==> src/rtl/div_seq_if.sv <==
// Bus bundle for the sequential signed divider: operands and control in,
// registered result and status flags out.
interface div_seq_if;
  logic [31:0] a;
  logic [31:0] b;
  logic        init;
  logic        stop;
  logic [31:0] hi;
  logic [31:0] lo;
  logic        busy;
  logic        done;
  logic        div_zero;

  modport master (
    output a, b, init, stop,
    input  hi, lo, busy, done, div_zero
  );

  modport slave (
    input  a, b, init, stop,
    output hi, lo, busy, done, div_zero
  );
endinterface

==> src/rtl/div_seq.sv <==
// 32-bit signed restoring divider, one quotient bit per clock, truncating
// semantics (remainder carries the dividend sign).
//
//   state | meaning
//   IDLE  | waiting for init; b == 0 gives a div_zero pulse and no start
//   RUN   | 32 restoring shift/subtract steps on the operand magnitudes
//   FIX   | apply signs, write hi/lo, pulse done
module div_seq (
  input  logic      clk,
  input  logic      rst,
  div_seq_if.slave  bus
);

  typedef enum logic [1:0] {IDLE, RUN, FIX} state_t;

  state_t      state_q;
  logic [5:0]  cnt_q;
  logic [31:0] rem_q;
  logic [31:0] quo_q;
  logic [31:0] bmag_q;
  logic        neg_quo_q;
  logic        neg_rem_q;
  logic [31:0] hi_q;
  logic [31:0] lo_q;
  logic        busy_q;
  logic        done_q;
  logic        div_zero_q;

  logic [31:0] amag_d;
  logic [31:0] bmag_d;
  logic [32:0] shifted_d;
  logic [32:0] trial_d;
  logic [31:0] rem_d;
  logic        qbit_d;

  // 0x80000000 negates to itself, which is the correct unsigned magnitude
  assign amag_d = bus.a[31] ? (~bus.a + 32'd1) : bus.a;
  assign bmag_d = bus.b[31] ? (~bus.b + 32'd1) : bus.b;

  assign shifted_d = {rem_q, quo_q[31]};
  assign trial_d   = shifted_d - {1'b0, bmag_q};
  assign qbit_d    = ~trial_d[32];
  assign rem_d     = trial_d[32] ? shifted_d[31:0] : trial_d[31:0];

  always_ff @(posedge clk or posedge rst) begin
    if (rst) begin
      state_q    <= IDLE;
      cnt_q      <= 6'd0;
      rem_q      <= 32'd0;
      quo_q      <= 32'd0;
      bmag_q     <= 32'd0;
      neg_quo_q  <= 1'b0;
      neg_rem_q  <= 1'b0;
      hi_q       <= 32'd0;
      lo_q       <= 32'd0;
      busy_q     <= 1'b0;
      done_q     <= 1'b0;
      div_zero_q <= 1'b0;
    end else begin
      done_q     <= 1'b0;
      div_zero_q <= 1'b0;
      if (bus.stop) begin
        state_q   <= IDLE;
        cnt_q     <= 6'd0;
        rem_q     <= 32'd0;
        quo_q     <= 32'd0;
        bmag_q    <= 32'd0;
        neg_quo_q <= 1'b0;
        neg_rem_q <= 1'b0;
        hi_q      <= 32'd0;
        lo_q      <= 32'd0;
        busy_q    <= 1'b0;
      end else begin
        case (state_q)
          IDLE: begin
            if (bus.init) begin
              if (bus.b == 32'd0) begin
                div_zero_q <= 1'b1;
              end else begin
                quo_q     <= amag_d;
                bmag_q    <= bmag_d;
                rem_q     <= 32'd0;
                neg_quo_q <= bus.a[31] ^ bus.b[31];
                neg_rem_q <= bus.a[31];
                cnt_q     <= 6'd32;
                busy_q    <= 1'b1;
                state_q   <= RUN;
              end
            end
          end
          RUN: begin
            rem_q <= rem_d;
            quo_q <= {quo_q[30:0], qbit_d};
            cnt_q <= cnt_q - 6'd1;
            if (cnt_q == 6'd1) state_q <= FIX;
          end
          FIX: begin
            lo_q    <= neg_quo_q ? (~quo_q + 32'd1) : quo_q;
            hi_q    <= neg_rem_q ? (~rem_q + 32'd1) : rem_q;
            done_q  <= 1'b1;
            busy_q  <= 1'b0;
            state_q <= IDLE;
          end
          default: state_q <= IDLE;
        endcase
      end
    end
  end

  assign bus.hi       = hi_q;
  assign bus.lo       = lo_q;
  assign bus.busy     = busy_q;
  assign bus.done     = done_q;
  assign bus.div_zero = div_zero_q;

endmodule

==> src/flat_wrapper.sv <==
// flat-port wrapper written by rule: the top's interface ports become plain ports
module div_seq_flat 
  (clk, rst, bus_a, bus_b, bus_init, bus_stop, bus_hi, bus_lo, bus_busy, bus_done, bus_div_zero);
  div_seq_if bus_i ();
  input  logic clk;
  input  logic rst;
  input wire logic [$bits(bus_i.a)-1:0] bus_a;
  input wire logic [$bits(bus_i.b)-1:0] bus_b;
  input wire logic [$bits(bus_i.init)-1:0] bus_init;
  input wire logic [$bits(bus_i.stop)-1:0] bus_stop;
  output wire logic [$bits(bus_i.hi)-1:0] bus_hi;
  output wire logic [$bits(bus_i.lo)-1:0] bus_lo;
  output wire logic [$bits(bus_i.busy)-1:0] bus_busy;
  output wire logic [$bits(bus_i.done)-1:0] bus_done;
  output wire logic [$bits(bus_i.div_zero)-1:0] bus_div_zero;
  assign bus_i.a = bus_a;
  assign bus_i.b = bus_b;
  assign bus_i.init = bus_init;
  assign bus_i.stop = bus_stop;
  assign bus_hi = bus_i.hi;
  assign bus_lo = bus_i.lo;
  assign bus_busy = bus_i.busy;
  assign bus_done = bus_i.done;
  assign bus_div_zero = bus_i.div_zero;
  div_seq u_core (.clk(clk), .rst(rst), .bus(bus_i));
endmodule
==> config.mk <==
export PLATFORM = sky130hd
export DESIGN_NAME = div_seq_flat
export DESIGN_NICKNAME = d
export VERILOG_FILES = /design/src/rtl/div_seq_if.sv /design/src/rtl/div_seq.sv /design/src/flat_wrapper.sv
export SDC_FILE = /design/constraint.sdc
export NUM_CORES = 1
export LEC_CHECK = 0
export CORE_ASPECT_RATIO = 0.8
export CORE_UTILIZATION = 35
export CTS_BUF_LIST = sky130_fd_sc_hd__clkbuf_4 sky130_fd_sc_hd__clkbuf_8
export CTS_CLUSTER_SIZE = 28
export DETAILED_ROUTE_END_ITERATION = 6
export PLACE_DENSITY = 0.66
export SETUP_SLACK_MARGIN = 0.02
export SLEW_MARGIN = 40
export SYNTH_ARGS = -nofsm -noshare
export SYNTH_HDL_FRONTEND = slang
export SYNTH_SLANG_ARGS = --single-unit
==> constraint.sdc <==
create_clock -name clk -period 6.2 [get_ports clk]
set_input_delay 0.62 -clock clk [delete_from_list [all_inputs] [get_ports clk]]
set_output_delay 0.62 -clock clk [all_outputs]
set_load 0.02 [all_outputs]
==> key figures, run 1 <==
Synth
  • Syn_nets: 1420
  • Cell count after synthesis: 1313
  • Area contributors post-synth: dfrtp_1 39%, o21ai_0 7.5%, nand2_1 7.5%
  • Avg Cell Area, Syn: 8.542 sq um
  • Mux share of post-synthesis cell area: 0.01160
  • Syn. warnings: 0
  • Async SR Flop Fraction: 1.000
  • Simple-gate share of the synthesized area: 0.1660
  • Distinct cells, synth: 63
  • Post-synth top cells: 225 x nand2_1, 173 x dfrtp_1, 169 x o21ai_0, 95 x xor2_1, 74 x inv_1
  • Synth Register Bits: 173
  • Adder-Cell Fraction of Synth Area: 0.04418
  • Post-synthesis cell area: 11220 sq um
  • Largest family of logic cells by synthesized area: compound AO/OA/AOI/OAI gates
  • Most frequent cell after synthesis: nand2_1
  • Area leader, netlist: dfrtp_1
  • Synth Area in XOR/XNOR: 0.1124
  • Most used DFF post-synth: dfrtp_1
  • Synth Area in Compound Gates: 0.2289
  • Area fraction of the dominant cell type after synthesis: 0.3860
  • Register area share after synthesis: 0.3860
  • Number of synthesized flops with an enable pin: 0

Clock tree
  • CTS hold repair buffers: 0
  • Cts bufs inserted: 17
  • Max Buffers Root-to-Sink: 2
  • CTS tree: yes
  • Clock root buffer: clkbuf_8
  • Sink Count: 173
  • Setup Buffers After CTS: 0
  • CTS H-tree lvls: 4
  • Resized cells post-CTS: 0
  • Clock-pin slew on the worst setup and hold paths: 0.11 ns
  • Clk_lat worst skew: 0.48 ns

Worst setup path
  • Peak per-stage delay on the critical path: 0.50 ns
  • Crit path buf inv count: 2
  • CP Launch Type: flip-flop
  • Critical path depth: 12
  • CP Cell Sequence: inv_1 -> ha_1 -> fa_1 -> nand2b_1 -> a21oi_1 -> o21ai_1 -> a31oi_1 -> nand3_1 -> a21oi_1 -> buf_4 -> nand2_1 -> o221ai_1
  • Slowest CP cell: nand2_1
  • Crit path max fanout: 20
  • Worst setup path start: u_core.quo_q[31]
  • CP top delay family: compound AO/OA/AOI/OAI gates
  • Worst path most repeated cell: a21oi_1
  • R2r worst-path depth: 12
  • CP Data Arrival Time: 4.48 ns
  • Worst r2r src: u_core.quo_q[31]
  • Critical Path RT: 6.57 ns
  • WS Path Type: reg2reg
  • Worst setup EP type: flip-flop

GRT
  • Vias in the first global route: 9398
  • Total congestion overflow: 0
  • Largest net degree at the start of global routing: 75
  • Global-route wire length before repair: 51610 um
  • Antenna violations before repair: 2
  • Total track usage: 0.1984

Timing
  • TNS Setup: 0 ns
  • Slew @ Worst Pin: 0.8671 ns
  • Worst slew margin: 0.4206
  • Hold Fails Final Rpt: 0
  • Hold slack: 0.4846 ns
  • Period Utilization, post-route: 0.6633
  • Clock Skew: 0.02747 ns
  • Final Slew Violations: 0
  • Final min period: 4.112 ns
  • Final worst slack: 2.088 ns
  • FMAX: 243.2 MHz
  • Final setup viols: 0
  • Unrepaired setup endpoints after global routing: false

Placed design
  • IO buf count: 134
  • GPL Wtd Cong: 0.9190
  • Placed cells: 1815
  • Placed Area: 12890 sq um
  • Post-DP HPWL: 24430 um
  • Pre-CTS setup slack: 1.804 ns

Min path
  • Hold Startpoint: u_core.bmag_q[19]
  • Hold Crit Depth: 2
  • HP Class: reg2reg

Pwr
  • Sw power: 3.113 mW
  • Pint: 3.239 mW
  • Tot Pwr: 6.352 mW
  • Comb power frac: 0.616
  • Worst VDD drop: 309.0 uV
  • Static leakage: 5.699 nW
  • Reg power frac: 0.236
  • Pwr Density: 473.9 nW/um^2
  • Clk pwr share: 0.148
  • Switching share of total power: 0.4901

Layout
  • Non-filler cells, final: 1850
  • Final Instance Area: 13400 sq um
  • Fin util: 0.4256
  • Layout cell share with drive strength beyond 1: 0.04832
  • Layout fillers: 3168
  • Synthesis-to-finish area growth: 19.51%
  • NumNets Final: 1522

Drt
  • Initial DRC Count: 890
  • Vias per cell: 5.412
  • Antenna Violating Nets Remaining: 0
  • Routed WL per cell: 17.45 um
  • Via count: 10012
  • Wirelength, routed: 32280 um
  • First-pass DRT Iterations: 5
  • # DRC: 0

Die
  • Die area: 32770 sq um
  • Width of the die: 202.1 um
  • Total core area: 31500 sq um
  • Std-Cell Rows: 58
  • Initial Util: 0.3561
  • I/O pin count: 135
  • Die Height: 162.1 um

Job
  • Max-cap check violation count: 0

Status
  • Outcome: completed
power by group through the flow:
stage          registers, mW  clock network [mW]  logic [mW]
3_3_place_gp            1.51                   0        3.79
6_report                1.50               0.938        3.91
3_5_place_dp            1.51                   0        3.81
5_1_grt                 1.52                1.00        4.29
4_1_cts                 1.49               0.962        3.83
2_1_floorplan           1.43                   0        2.86
worst min-delay path, cell delays in order (launching register included):
cell and delay, ns:
dfrtp_1 0.35, nand2_1 0.04, o21ai_0 0.06
registers in the layout (all words and copies together), names as in the netlist:
signal and count:
u_core.bus.done 1, u_core.bus.hi 32, u_core.bus.busy 1, u_core.bus.lo 32, u_core.quo_q 32, u_core.cnt_q 6, u_core.neg_rem_q 1, u_core.bus.div_zero 1
u_core.rem_q 32, u_core.neg_quo_q 1, u_core.bmag_q 32, u_core.state_q 2
cell families (layout without fill, tap and decap cells):
logic type,Yosys count,in the layout
adder cells (fa/ha/maj),39,39
AO/OA/AOI/OAI,402,402
buffers and inverters,137,252
AND/OR/NAND/NOR,405,405
other,0,2
XOR/XNOR,144,144
multiplexers,13,13
flip-flops,173,173
area by class of cell:
type	instances	area (sq um)	share of cell area
multi-input combinational	1003	6347	0.4735
sequential	173	4330	0.3231
tap	420	525.5	0.03920
timing repair buffer	146	1438	0.1073
clock buffer	17	234.0	0.01746
antenna	2	5.005	0.0003734
inverter	74	282.8	0.02110
clock inverter	15	241.5	0.01802
cells in the final DEF (no fill, tap or decap), drive strengths merged, types with 15 or more instances in the layout:
master / netlist / routed
nand2: 225 / 225
xnor2: 49 / 49
xor2: 95 / 95
o41ai: 19 / 19
clkdlybuf4s50: 0 / 133
o21ai: 180 / 180
or3: 16 / 16
a21oi: 49 / 49
ha: 38 / 38
clkbuf: 42 / 17
nand2b: 15 / 15
a21o: 18 / 18
nor2: 59 / 59
a22o: 17 / 17
o31ai: 40 / 40
o221ai: 20 / 20
inv: 74 / 80
dfrtp: 173 / 173
routing by layer:
layer  global-route usage  routed length (um)
met3              0.02990                2004
met5                    0                   0
met1               0.3062               16330
met2               0.2835               13390
met4              0.05468                 546
worst paths after layout:
path                                          end  slack [ns]
max in group asynchronous        u_core.rem_q[26]        4.66
min in group asynchronous        u_core.bus.hi[3]        0.54
worst max-delay path             u_core.rem_q[14]        2.09
worst min-delay path            u_core.bmag_q[19]        0.48
worst min register to register  u_core.bmag_q[19]        0.48
worst max register to register   u_core.rem_q[14]        2.09
Power figures use the tool's default switching activity.
==> inputs of run 2 (changes only) <==
==> constraint.sdc (replaced) <==
create_clock -name clk -period 4.2 [get_ports clk]
set_input_delay 0.42 -clock clk [delete_from_list [all_inputs] [get_ports clk]]
set_output_delay 0.42 -clock clk [all_outputs]
set_load 0.02 [all_outputs]
==> run 2 against run 1 <==
Compared with the run above: critical path depth unchanged; register-to-register slack lost 1.2 ns; global-route usage shrank 0.24 points; via count decreased by 0.70%; non-clock buffer count increased by 11; sequential power rose by 47%; sequential share of layout area decreased by 0.096 points; final cell count up 0.54%; clock skew fell by 0.0019 ns; combinational power up 49%.
==> key figures, run 2 (synthesis results as in run 1) <==
Die
  • Initial Util: 0.3561
  • Total core area: 31500 sq um
  • Die Height: 162.1 um
  • Die area: 32770 sq um
  • I/O pin count: 135
  • Width of the die: 202.1 um
  • Std-Cell Rows: 58

GRT
  • Antenna violations before repair: 2
  • Total track usage: 0.1960
  • Vias in the first global route: 9221
  • Total congestion overflow: 0
  • Global-route wire length before repair: 51010 um
  • Largest net degree at the start of global routing: 76

Worst setup path
  • FF-to-FF End: u_core.rem_q[10]
  • R2r worst-path depth: 12
  • Critical Path RT: 4.54 ns
  • Worst r2r src: u_core.quo_q[31]
  • WS Path Type: reg2reg
  • Reg2reg setup slack: 0.87 ns
  • CP Launch Type: flip-flop
  • Peak per-stage delay on the critical path: 0.45 ns
  • Slowest CP cell: dfrtp_1
  • Worst setup EP type: flip-flop
  • Crit path max fanout: 8
  • CP Data Arrival Time: 3.68 ns
  • CP Cell Sequence: inv_1 -> ha_1 -> fa_1 -> nand2b_1 -> a21oi_1 -> o21ai_1 -> a31o_2 -> o41ai_1 -> a21o_1 -> buf_4 -> mux2i_1 -> o21ai_0

Timing
  • Worst slew margin: 0.4764
  • Hold slack: 0.2714 ns
  • Period Utilization, post-route: 0.7939
  • Final min period: 3.334 ns
  • FMAX: 299.9 MHz
  • Final setup viols: 0
  • Clock Skew: 0.02556 ns
  • Unrepaired setup endpoints after global routing: false
  • Final Slew Violations: 0
  • Hold Fails Final Rpt: 0
  • Slew @ Worst Pin: 0.7835 ns
  • TNS Setup: 0 ns

Drt
  • Antenna Violating Nets Remaining: 0
  • First-pass DRT Iterations: 6
  • Vias per cell: 5.345
  • # DRC: 0
  • Initial DRC Count: 822
  • Wirelength, routed: 31960 um
  • Routed WL per cell: 17.18 um
  • Via count: 9942

Layout
  • Final Instance Area: 13440 sq um
  • Synthesis-to-finish area growth: 19.87%
  • Most frequent cells in the layout: 224 x nand2_1, 172 x dfrtp_1, 169 x o21ai_0
  • NumNets Final: 1533
  • Most common cell after layout, fill and taps aside: nand2_1
  • Layout fillers: 3108
  • Non-filler cells, final: 1860
  • Layout cell share with drive strength beyond 1: 0.05351

Clock tree
  • CTS hold repair buffers: 0
  • CTS H-tree lvls: 4
  • Clock-pin slew on the worst setup and hold paths: 0.11 ns
  • Clk_lat worst skew: 0.49 ns
  • Resized cells post-CTS: 0
  • Setup Buffers After CTS: 0
  • Clock root buffer: clkbuf_8
  • Max Buffers Root-to-Sink: 2
  • Sink Count: 173
  • CTS tree: yes
  • Cts bufs inserted: 17

Placed design
  • Post-DP HPWL: 24160 um
  • IO buf count: 134
  • GPL Wtd Cong: 0.9513
  • Placed cells: 1827
  • Placed Area: 13040 sq um

Pwr
  • Worst VDD drop: 501.1 uV
  • Static leakage: 5.727 nW
  • Pwr Density: 685.7 nW/um^2

Min path
  • HP Class: in2async

Status
  • Outcome: completed

Job
  • Max-cap check violation count: 0
==> run 2: how the worst max path moves through the flow <==
stage | startpoint | end | cells after the start
6_report | u_core.quo_q[31] | u_core.rem_q[10] | 12
3_3_place_gp | bus_b[8] | u_core.cnt_q[5] | 10
5_1_grt | u_core.quo_q[31] | u_core.rem_q[10] | 12
2_1_floorplan | u_core.quo_q[31] | u_core.rem_q[14] | 13
4_1_cts | u_core.quo_q[31] | u_core.rem_q[8] | 12
3_5_place_dp | bus_b[8] | u_core.cnt_q[5] | 10
==> run 2: worst max-delay path, delay by kind of cell, from the launching register on <==
kind | cells | cell delay, ns
AND/OR/NAND/NOR | 1 | 0.17
multiplexers | 1 | 0.21
AO/OA/AOI/OAI | 6 | 1.41
adder cells (fa/ha/maj) | 2 | 0.61
buffers and inverters | 2 | 0.32
flip-flops | 1 | 0.45
==> run 2: area by class of cell <==
class                      count  area (sq um)  area share
multi-input combinational   1003          6342      0.4718
sequential                   173          4330      0.3221
timing repair buffer         157          1572      0.1169
tap                          420         525.5     0.03909
inverter                      74         281.5     0.02094
clock buffer                  18         241.5     0.01796
clock inverter                14         148.9     0.01107
antenna                        1         2.502   0.0001861
==> run 2: per-stage QoR <==
stage	utilization	worst slack (ns)	total power, mW
floorplan	-	1.161	6.329
finish	0.4269	0.8658	9.219
detailed placement	0.4141	0.5020	7.920
global route	0.4269	0.5905	9.920
CTS	0.4265	0.8645	9.133
global placement	0.4132	0.5665	7.829
==> run 2: routing by layer <==
metal | global-route usage | share of wire | vias up | routed length [um]
met2 | 0.2860 | 0.42 | 264 | 13410
met1 | 0.2968 | 0.52 | 4755 | 16460
li1 | - | - | 4896 | -
met5 | 0 | 0 | - | 0
met4 | 0.05400 | 0.016 | 0 | 519
met3 | 0.03090 | 0.049 | 27 | 1570
==> run 2: report_power, final <==
part	internal [mW]	switching, mW
Combinational	2.37	3.45
Clock	0.450	0.730
Sequential	1.87	0.338
